File: src/rtl/vco_tune_if.sv
// System-control side of the VCO tuning controller: run request, target and results.
interface vco_tune_if #(
  parameter int unsigned CODE_W   = 8,
  parameter int unsigned WIN_LOG2 = 8
);
  logic                start;
  logic [WIN_LOG2:0]   target;
  logic                busy;
  logic                done;
  logic [CODE_W-1:0]   code;
  logic [WIN_LOG2:0]   meas;

  // System controller: requests runs, observes status and results.
  modport master (
    output start, target,
    input  busy, done, code, meas
  );

  // Tuning controller: accepts runs, reports status and results.
  modport slave (
    input  start, target,
    output busy, done, code, meas
  );
endinterface

File: src/rtl/vco_tune_ctrl.sv
// Successive-approximation VCO tuner: binary-searches the largest control code
// whose per-window count of v_out MSB rising edges does not exceed the target.
module vco_tune_ctrl #(
  parameter int unsigned CODE_W   = 8,
  parameter int unsigned WIN_LOG2 = 8,
  parameter int unsigned SETTLE   = 16
) (
  input  logic              clk,
  input  logic              rst,
  vco_tune_if.slave         ctl,
  input  logic [CODE_W-1:0] v_out,
  output logic [CODE_W-1:0] v_in
);

  localparam int unsigned CNT_W = WIN_LOG2 + 1;
  localparam int unsigned IDX_W = (CODE_W > 1) ? $clog2(CODE_W) : 1;
  localparam int unsigned SET_W = $clog2(SETTLE + 1);

  localparam logic [2:0] S_IDLE    = 3'd0;
  localparam logic [2:0] S_SETTLE  = 3'd1;
  localparam logic [2:0] S_MEASURE = 3'd2;
  localparam logic [2:0] S_DECIDE  = 3'd3;
  localparam logic [2:0] S_FINISH  = 3'd4;

  logic [2:0]          state_q,    state_d;
  logic [CODE_W-1:0]   trial_q,    trial_d;
  logic [IDX_W-1:0]    idx_q,      idx_d;
  logic [CNT_W-1:0]    tgt_q,      tgt_d;
  logic [SET_W-1:0]    set_cnt_q,  set_cnt_d;
  logic [WIN_LOG2-1:0] win_cnt_q,  win_cnt_d;
  logic [CNT_W-1:0]    edge_cnt_q, edge_cnt_d;
  logic                prev_q,     prev_d;
  logic [CODE_W-1:0]   v_in_q,     v_in_d;
  logic                busy_q,     busy_d;
  logic                done_q,     done_d;
  logic [CODE_W-1:0]   code_q,     code_d;
  logic [CNT_W-1:0]    meas_q,     meas_d;

  logic                vbit;
  logic                keep;
  logic [CODE_W-1:0]   bit_mask;
  logic [CODE_W-1:0]   trial_nxt;
  logic [CNT_W-1:0]    edge_nxt;
  logic                unused_v_out;

  // Only the VCO output MSB carries the oscillation we count.
  assign vbit         = v_out[CODE_W-1];
  assign unused_v_out = ^v_out[CODE_W-2:0];

  assign v_in     = v_in_q;
  assign ctl.busy = busy_q;
  assign ctl.done = done_q;
  assign ctl.code = code_q;
  assign ctl.meas = meas_q;

  // State and datapath registers; reset aborts any run and clears all outputs.
  always_ff @(posedge clk or negedge rst) begin
    if (!rst) begin
      state_q    <= S_IDLE;
      trial_q    <= '0;
      idx_q      <= '0;
      tgt_q      <= '0;
      set_cnt_q  <= '0;
      win_cnt_q  <= '0;
      edge_cnt_q <= '0;
      prev_q     <= 1'b0;
      v_in_q     <= '0;
      busy_q     <= 1'b0;
      done_q     <= 1'b0;
      code_q     <= '0;
      meas_q     <= '0;
    end else begin
      state_q    <= state_d;
      trial_q    <= trial_d;
      idx_q      <= idx_d;
      tgt_q      <= tgt_d;
      set_cnt_q  <= set_cnt_d;
      win_cnt_q  <= win_cnt_d;
      edge_cnt_q <= edge_cnt_d;
      prev_q     <= prev_d;
      v_in_q     <= v_in_d;
      busy_q     <= busy_d;
      done_q     <= done_d;
      code_q     <= code_d;
      meas_q     <= meas_d;
    end
  end

  // Next-state and datapath: settle, count one window, then keep or drop the trial bit.
  always_comb begin
    state_d    = state_q;
    trial_d    = trial_q;
    idx_d      = idx_q;
    tgt_d      = tgt_q;
    set_cnt_d  = set_cnt_q;
    win_cnt_d  = win_cnt_q;
    edge_cnt_d = edge_cnt_q;
    prev_d     = prev_q;
    v_in_d     = v_in_q;
    busy_d     = busy_q;
    done_d     = 1'b0;
    code_d     = code_q;
    meas_d     = meas_q;
    keep       = (meas_q <= tgt_q);
    bit_mask   = CODE_W'(1) << idx_q;
    trial_nxt  = keep ? trial_q : (trial_q & ~bit_mask);
    edge_nxt   = edge_cnt_q;

    case (state_q)
      S_IDLE: begin
        if (ctl.start) begin
          tgt_d     = ctl.target;
          trial_d   = CODE_W'(1) << (CODE_W - 1);
          idx_d     = IDX_W'(CODE_W - 1);
          v_in_d    = CODE_W'(1) << (CODE_W - 1);
          set_cnt_d = '0;
          busy_d    = 1'b1;
          state_d   = S_SETTLE;
        end
      end

      S_SETTLE: begin
        if (set_cnt_q == SET_W'(SETTLE - 1)) begin
          // Seed the edge detector with the live level so entry is never an edge.
          prev_d     = vbit;
          edge_cnt_d = '0;
          win_cnt_d  = '0;
          state_d    = S_MEASURE;
        end else begin
          set_cnt_d = set_cnt_q + SET_W'(1);
        end
      end

      S_MEASURE: begin
        if (vbit && !prev_q && (edge_cnt_q != {CNT_W{1'b1}})) begin
          edge_nxt = edge_cnt_q + CNT_W'(1);
        end
        edge_cnt_d = edge_nxt;
        prev_d     = vbit;
        win_cnt_d  = win_cnt_q + WIN_LOG2'(1);
        if (win_cnt_q == {WIN_LOG2{1'b1}}) begin
          meas_d  = edge_nxt;
          state_d = S_DECIDE;
        end
      end

      S_DECIDE: begin
        if (idx_q == '0) begin
          trial_d = trial_nxt;
          code_d  = trial_nxt;
          v_in_d  = trial_nxt;
          done_d  = 1'b1;
          busy_d  = 1'b0;
          state_d = S_FINISH;
        end else begin
          trial_d   = trial_nxt | (bit_mask >> 1);
          v_in_d    = trial_nxt | (bit_mask >> 1);
          idx_d     = idx_q - IDX_W'(1);
          set_cnt_d = '0;
          state_d   = S_SETTLE;
        end
      end

      S_FINISH: begin
        state_d = S_IDLE;
      end

      default: begin
        state_d = S_IDLE;
      end
    endcase
  end

endmodule

File: src/flat_wrapper.sv
// flat-port wrapper written by rule: the top's interface ports become plain ports
module vco_tune_ctrl_flat 
#(
  parameter int unsigned CODE_W   = 8,
  parameter int unsigned WIN_LOG2 = 8,
  parameter int unsigned SETTLE   = 16
)
  (clk, rst, v_out, v_in, ctl_start, ctl_target, ctl_busy, ctl_done, ctl_code, ctl_meas);
  vco_tune_if #(.CODE_W(CODE_W), .WIN_LOG2(WIN_LOG2)) ctl_i ();
  input  logic clk;
  input  logic rst;
  input  logic [CODE_W-1:0] v_out;
  output logic [CODE_W-1:0] v_in;
  input wire logic [$bits(ctl_i.start)-1:0] ctl_start;
  input wire logic [$bits(ctl_i.target)-1:0] ctl_target;
  output wire logic [$bits(ctl_i.busy)-1:0] ctl_busy;
  output wire logic [$bits(ctl_i.done)-1:0] ctl_done;
  output wire logic [$bits(ctl_i.code)-1:0] ctl_code;
  output wire logic [$bits(ctl_i.meas)-1:0] ctl_meas;
  assign ctl_i.start = ctl_start;
  assign ctl_i.target = ctl_target;
  assign ctl_busy = ctl_i.busy;
  assign ctl_done = ctl_i.done;
  assign ctl_code = ctl_i.code;
  assign ctl_meas = ctl_i.meas;
  vco_tune_ctrl #(.CODE_W(CODE_W), .WIN_LOG2(WIN_LOG2), .SETTLE(SETTLE)) u_core (.clk(clk), .rst(rst), .ctl(ctl_i), .v_out(v_out), .v_in(v_in));
endmodule
File: config.mk
export PLATFORM = sky130hd
export DESIGN_NAME = vco_tune_ctrl_flat
export DESIGN_NICKNAME = d
export VERILOG_FILES = /design/src/rtl/vco_tune_if.sv /design/src/rtl/vco_tune_ctrl.sv /design/src/flat_wrapper.sv
export SDC_FILE = /design/constraint.sdc
export NUM_CORES = 1
export LEC_CHECK = 0
export ABC_AREA = 0
export BUFFER_PORTS_ARGS = -buffer_cell sky130_fd_sc_hd__buf_2
export CAP_MARGIN = 15
export CORE_MARGIN = 2
export CORE_UTILIZATION = 40
export DETAILED_ROUTE_END_ITERATION = 12
export PLACE_DENSITY = 0.67
export SLEW_MARGIN = 20
export SYNTH_ARGS = -nofsm -noshare
export SYNTH_HDL_FRONTEND = slang
export SYNTH_SLANG_ARGS = --single-unit
File: constraint.sdc
create_clock -name clk -period 2.5 [get_ports clk]
set_input_delay 0.375 -clock clk [delete_from_list [all_inputs] [get_ports clk]]
set_output_delay 0.375 -clock clk [all_outputs]
set_load 0.03 [all_outputs]
==> results of run 1 <==
## worst max-delay path, stage by stage (launching register included)
cell     delay [ns]
dfrtp_1        0.43
ha_1           0.25
nand2_1        0.13
nor3_1         0.07
ha_1           0.20
or3b_1         0.48
nor2_2         0.23
nand3_1        0.16
a21oi_1        0.18
o22ai_1        0.09
## metal layers
metal,part of all wire,vias up,global-route usage
met5,0,-,0
met4,0.021,0,0.08696
met3,0.029,12,0.02634
met2,0.46,40,0.2589
met1,0.49,1228,0.2015
li1,-,1287,-
## cells by family after synthesis
| kind of cell | synth area share |
|---|---|
| AOI/OAI and AO/OA | 0.1521 |
| xor gates and xnor gates | 0.02135 |
| adders and majority gates | 0.07244 |
| buffers and inverters | 0.05376 |
| DFF | 0.4956 |
| muxes | 0.02020 |
| and+or+nand+nor | 0.1845 |
## final timing paths
check,start,endpoint,slack [ns]
max in group asynchronous,rst,u_core.ctl.code[6]$_DFFE_PN0P_,2.19
min in group clk,ctl_target[4],u_core.tgt_q[4]$_DFFE_PN0P_,0.23
min,rst,u_core.edge_cnt_q[8]$_DFFE_PN0P_,0.03
max,u_core.edge_cnt_q[0]$_DFFE_PN0P_,u_core.edge_cnt_q[5]$_DFFE_PN0P_,0.16
min reg2reg,u_core.ctl.code[4]$_DFFE_PN0P_,u_core.ctl.code[4]$_DFFE_PN0P_,0.48
max reg2reg,u_core.edge_cnt_q[0]$_DFFE_PN0P_,u_core.edge_cnt_q[5]$_DFFE_PN0P_,0.16
## synth_stat cells (5+ instances only)
| library cell | count |
|---|---|
| nor2b_1 | 5 |
| a21oi_1 | 26 |
| ha_1 | 19 |
| nand2_1 | 57 |
| nand3_1 | 12 |
| and3_1 | 5 |
| clkbuf_1 | 5 |
| a22o_1 | 5 |
| dfrtp_1 | 65 |
| o21ai_0 | 27 |
| a31oi_1 | 6 |
| nor2_1 | 27 |
| inv_1 | 20 |
## registers in the layout (all words and copies together), names as in the netlist
register / flops
u_core.ctl.meas: 9
u_core.edge_cnt_q: 9
u_core.tgt_q: 9
u_core.ctl.code: 8
u_core.v_in: 8
u_core.win_cnt_q: 8
u_core.set_cnt_q: 5
u_core.idx_q: 3
u_core.state_q: 3
u_core.ctl.busy: 1
u_core.ctl.done: 1
u_core.prev_q: 1
## report_power, final
part	switching (mW)	internal (mW)	leakage, nW
clock network	0.415	0.661	0.115
registers	0.0329	1.07	0.734
logic	0.0615	0.0507	0.929
## layout make-up
cell class,count,share of cell area
Clock inverter,7,0.03096
Tap cell,105,0.03422
Timing Repair Buffer,46,0.06780
Multi-Input combinational cell,245,0.3872
Clock buffer,9,0.03227
Sequential cell,65,0.4237
Inverter,21,0.02379
## what timing repair did
action / 4_1_cts / 5_1_grt
setup endpoints to repair: 0 / 3
gates resized for setup: 0 / 2
endpoints found under the hold margin: 0 / 0
## stage by stage
| step | utilization | instance area, um^2 | total power [mW] | setup TNS (ns) |
|---|---|---|---|---|
| floorplan | - | 3282 | 1.185 | 0 |
| global placement | 0.4434 | 3588 | 1.232 | 0 |
| detailed placement | 0.4434 | 3588 | 1.236 | 0 |
| CTS | 0.4734 | 3831 | 2.321 | 0 |
| global route | 0.4743 | 3839 | 2.388 | -0.01676 |
| finish | 0.4743 | 3839 | 2.295 | 0 |
==> summary.md, run 1 <==
| Metric | Value |
|---|---|
| Crit path DAT | `between 2 and 3 ns` |
| Area contributors post-synth | `dfrtp_1 (50%), ha_1 (7.2%), nand2_1 (6.5%)` |
| CTS clk-pin slew, worst paths | `around 0.070 ns` |
| Fin crit share | `0.9354` |
| Initial Utilization | `0.4055` |
| Placed cells | `a little under 500` |
| Nets@finish | `427` |
| Hpwl dp | `between 4000 and 5000 um` |
| Initial antenna violation count | `0` |
| Multi-input logic area | `around 0.0015 mm^2` |
| CTS Buffer Depth | `2` |
| VDD IR-drop max | `about 0.00024 V` |
| Commonest non-fill, non-tap cells in the layout | `dfrtp_1 (65), nand2_1 (57), buf_2 (39)` |
| Grt ovf | `0` |
| DR iter-0 viols | `between 150 and 200` |
| Hold Crit Class | `primary input to async pin` |
| Num CTS Buffers | `9` |
| Final setup skew | `roughly 0.0099 ns` |
| Synthesis Warnings | `0` |
| Hold slack | `between 0.02 and 0.03 ns` |
| Root Driver | `clkbuf_8` |
| TritonCTS clock tree | `built` |
| Layout cell share with drive strength beyond 1 | `0.1832` |
| GP Congestion | `about 0.8` |
| Largest net degree at the start of global routing | `66` |
| Post-synth EDFFs | `0` |
| Syn-to-layout area delta | `16.97%` |
| First-pass GRT wire length | `approximately 11,000 um` |
| Post-layout worst setup margin | `0.1614 ns` |
| Status | `complete, no violations` |
| Layout fillers | `about 760` |
| Slew Viols, Final | `0` |
| Post-route DRC | `0` |
| H-tree Lvls | `3` |
| Setup Buffers After CTS | `0` |
| Routed len/inst | `13.06 um` |
| Sink Count | `65` |
| Hold Buf Count CTS | `0` |
| # rows | `33` |
| Synth top area share | `0.4956` |
| Total GRT Usage | `0.1588` |
| Tightest Pin Transition | `roughly 0.77 ns` |
| Core footprint | `roughly 0.008 mm^2` |
| Synthesized area | `0.003282 mm^2` |
| Final hold vios | `0` |
| Async SR Flop Fraction | `1.000` |
| Min Tclk post-route | `around 2.3 ns` |
| Post-route ant nets | `0` |
| Via count | `~2.6k` |
| Drt total wl | `roughly 6500 um` |
| Worst Reg-to-Reg Cells | `9` |
| Post-Synthesis Cells | `about 340` |
| Yosys top cell by area | `dfrtp_1` |
| Synth cell types | `46` |
| Top-level I/O count | `47` |
| Final Setup Violations | `0` |
| Setup CP Type | `flip-flop to flip-flop` |
| Number of synthesized register bits | `65` |
| Die Width | `between 90 and 100 um` |
| Initial DRT Pass Iterations | `6` |
| Vias in the first global route | `~2.5k` |
| Die area | `between 0.008 and 0.009 mm^2` |
| Commonest non-fill, non-tap cell in the layout | `dfrtp_1` |
| Slew Limit Headroom | `0.4858` |
| CP required | `~2.7 ns` |
| Post-synthesis sequential area ratio | `0.4956` |
| Syn avg cell area | `roughly 9.5 um^2` |
| MaxCap Viol Count | `0` |
| IO Port Bufs | `39` |
| Sequential cell area | `roughly 0.0016 mm^2` |
| Top_reg_cell synth | `dfrtp_1` |
| Syn_nets | `383` |
| Startpoint types | `flip-flop` |
| Lkg Pwr | `roughly 1.8 nW` |
| Critical path fanouts, max | `5` |
| Drt via density | `5.155` |
| Clock Latency Late Sink | `about 0.34 ns` |
| Diode count | `0` |
| Pwr per Cell Area | `roughly 600 mW/mm^2` |
| Die Ht | `94.58 um` |
| Max Fclk | `between 400 and 500 MHz` |
| Post-Place Setup Slack | `between 0.15 and 0.2 ns` |
| CP Capture Type | `flip-flop` |
| Non-filler cells, final | `~500` |
No activity file was read; power rests on OpenSTA's default activity.
==> inputs of run 2 (changes only) <==
Settings changed: RECOVER_POWER from default to 100, SETUP_SLACK_MARGIN from default to 0.2.
==> summary.md, run 2 (synthesis results as in run 1) <==
| Metric | Value |
|---|---|
| Initial antenna violation count | `0` |
| Root Driver | `clkbuf_8` |
| Sink Count | `65` |
| Final setup skew | `between 0.009 and 0.01 ns` |
| Setup slack, reg-to-reg | `around 0.23 ns` |
| DR iter-0 viols | `approximately 120` |
| Final Setup Violations | `0` |
| Non-filler cells, final | `500` |
| Initial Utilization | `0.4055` |
| Syn-to-layout area delta | `15.67%` |
| Hold Crit Class | `primary input to flip-flop` |
| Total GRT Usage | `0.1594` |
| Setup CP Type | `flip-flop to flip-flop` |
| CP Capture Type | `flip-flop` |
| Die area | `around 0.0089 mm^2` |
| Lkg Pwr | `1.693 nW` |
| Hpwl dp | `approximately 4500 um` |
| # rows | `33` |
| Final Cell Area | `approximately 0.0038 mm^2` |
| IO Port Bufs | `39` |
| Die Ht | `approximately 95 um` |
| VDD IR-drop max | `0.0002431 V` |
| Hold Buf Count CTS | `0` |
| GP Congestion | `a little over 0.8` |
| Commonest non-fill, non-tap cell in the layout | `dfrtp_1` |
| Drt via density | `about 5.2` |
| Startpoint types | `flip-flop` |
| Nets@finish | `~430` |
| Commonest non-fill, non-tap cells in the layout | `dfrtp_1 (64), nand2_1 (56), o21ai_0 (28), clkbuf_1 (28)` |
| Slew Limit Headroom | `-0.05098` |
| Layout cell share with drive strength beyond 1 | `0.1215` |
| Tightest Pin Transition | `around 1.6 ns` |
| Vias in the first global route | `between 2k and 3k` |
| MaxCap Viol Count | `1` |
| H-tree Lvls | `3` |
| Setup TNS | `0 ns` |
| CP required | `2.72 ns` |
| Largest net degree at the start of global routing | `66` |
| Area post-placement | `around 0.0036 mm^2` |
| Final hold vios | `0` |
| Max Fclk | `440.8 MHz` |
| Crit path DAT | `approximately 2.5 ns` |
| Pwr per Cell Area | `a little over 600 mW/mm^2` |
| CTS Buffer Depth | `2` |
| Die Width | `around 95 um` |
| Post-route ant nets | `0` |
| First-pass GRT wire length | `roughly 11,000 um` |
| Via count | `around 2.6k` |
| Post-route DRC | `0` |
| Drt total wl | `6641 um` |
| Diode count | `0` |
| Unrepaired setup endpoints after global routing | `false` |
| Num CTS Buffers | `9` |
| Fin crit share | `0.9074` |
| Grt ovf | `0` |
| Failing checks | `capacitance limit, slew limit` |
| Critical path fanouts, max | `5` |
| TritonCTS clock tree | `built` |
| Status | `complete, but fails checks` |
| CTS clk-pin slew, worst paths | `about 0.07 ns` |
| Placed cells | `482` |
| Initial DRT Pass Iterations | `4` |
| Slew Viols, Final | `66` |
| Core footprint | `0.008093 mm^2` |
| Top-level I/O count | `47` |
| Clock Latency Late Sink | `approximately 0.34 ns` |
| Min Tclk post-route | `2.269 ns` |
| Routed len/inst | `roughly 13 um` |
run 2: per-layer routing:
layer / GRT usage / vias up / wire, um
met1: 0.2015 / 1240 / 3203
met4: 0.08696 / 0 / 161
li1: - / 1284 / -
met3: 0.02634 / 14 / 227
met5: 0 / - / 0
met2: 0.2613 / 42 / 3049
run 2: final cells by class:
| type | instances | area, um^2 |
|---|---|---|
| Clock buffer | 9 | 123.9 |
| Fill cell | 775 | 4297 |
| Timing Repair Buffer | 48 | 222.7 |
| Inverter | 21 | 80.08 |
| Multi-Input combinational cell | 245 | 1491 |
| Sequential cell | 65 | 1628 |
| Clock inverter | 7 | 118.9 |
| Tap cell | 105 | 131.4 |
run 2: critical path: stages (launching register included):
cell and delay, ns:
dfrtp_1 0.44, ha_4 0.20, nand2_2 0.08, nor3_1 0.06, ha_1 0.20, or3b_4 0.44
nor4_2 0.42, nor2_1 0.07, o21ai_0 0.14, o21ai_0 0.09
run 2: repair_timing:
action                                  CTS  global route
pin swaps                                 0             5
resized for setup                         2             8
setup buffers                             0             2
endpoints found under the setup margin    3            13
run 2: path summary, 6_finish.rpt:
check,endpoint,from,cells after the start
max reg2reg,u_core.edge_cnt_q[7]$_DFFE_PN0P_,u_core.edge_cnt_q[0]$_DFFE_PN0P_,9
min,u_core.tgt_q[4]$_DFFE_PN0P_,ctl_target[4],3
max in group asynchronous,u_core.edge_cnt_q[1]$_DFFE_PN0P_,rst,2
min in group asynchronous,u_core.edge_cnt_q[8]$_DFFE_PN0P_,rst,2
min reg2reg,u_core.set_cnt_q[4]$_DFFE_PN0P_,u_core.set_cnt_q[4]$_DFFE_PN0P_,2
max,u_core.edge_cnt_q[7]$_DFFE_PN0P_,u_core.edge_cnt_q[0]$_DFFE_PN0P_,9
run 2: power by group:
group / switching, mW / internal [mW] / leakage, nW / total [mW]
Combinational: 0.0650 / 0.0642 / 0.845 / 0.129
Clock: 0.416 / 0.661 / 0.115 / 1.08
Sequential: 0.0378 / 1.07 / 0.732 / 1.11
run 2: stage by stage:
stage | total power, mW | hold slack, ns | setup WS, ns | utilization
3_3_place_gp | 1.232 | 0.4167 | 0.2018 | 0.4434
2_1_floorplan | 1.185 | 0.07941 | 0.3023 | -
6_report | 2.318 | 0.2335 | 0.2314 | 0.4691
3_5_place_dp | 1.236 | 0.4207 | 0.1539 | 0.4434
5_1_grt | 2.411 | 0.2385 | 0.1333 | 0.4691
4_1_cts | 2.322 | 0.04373 | 0.1827 | 0.4743
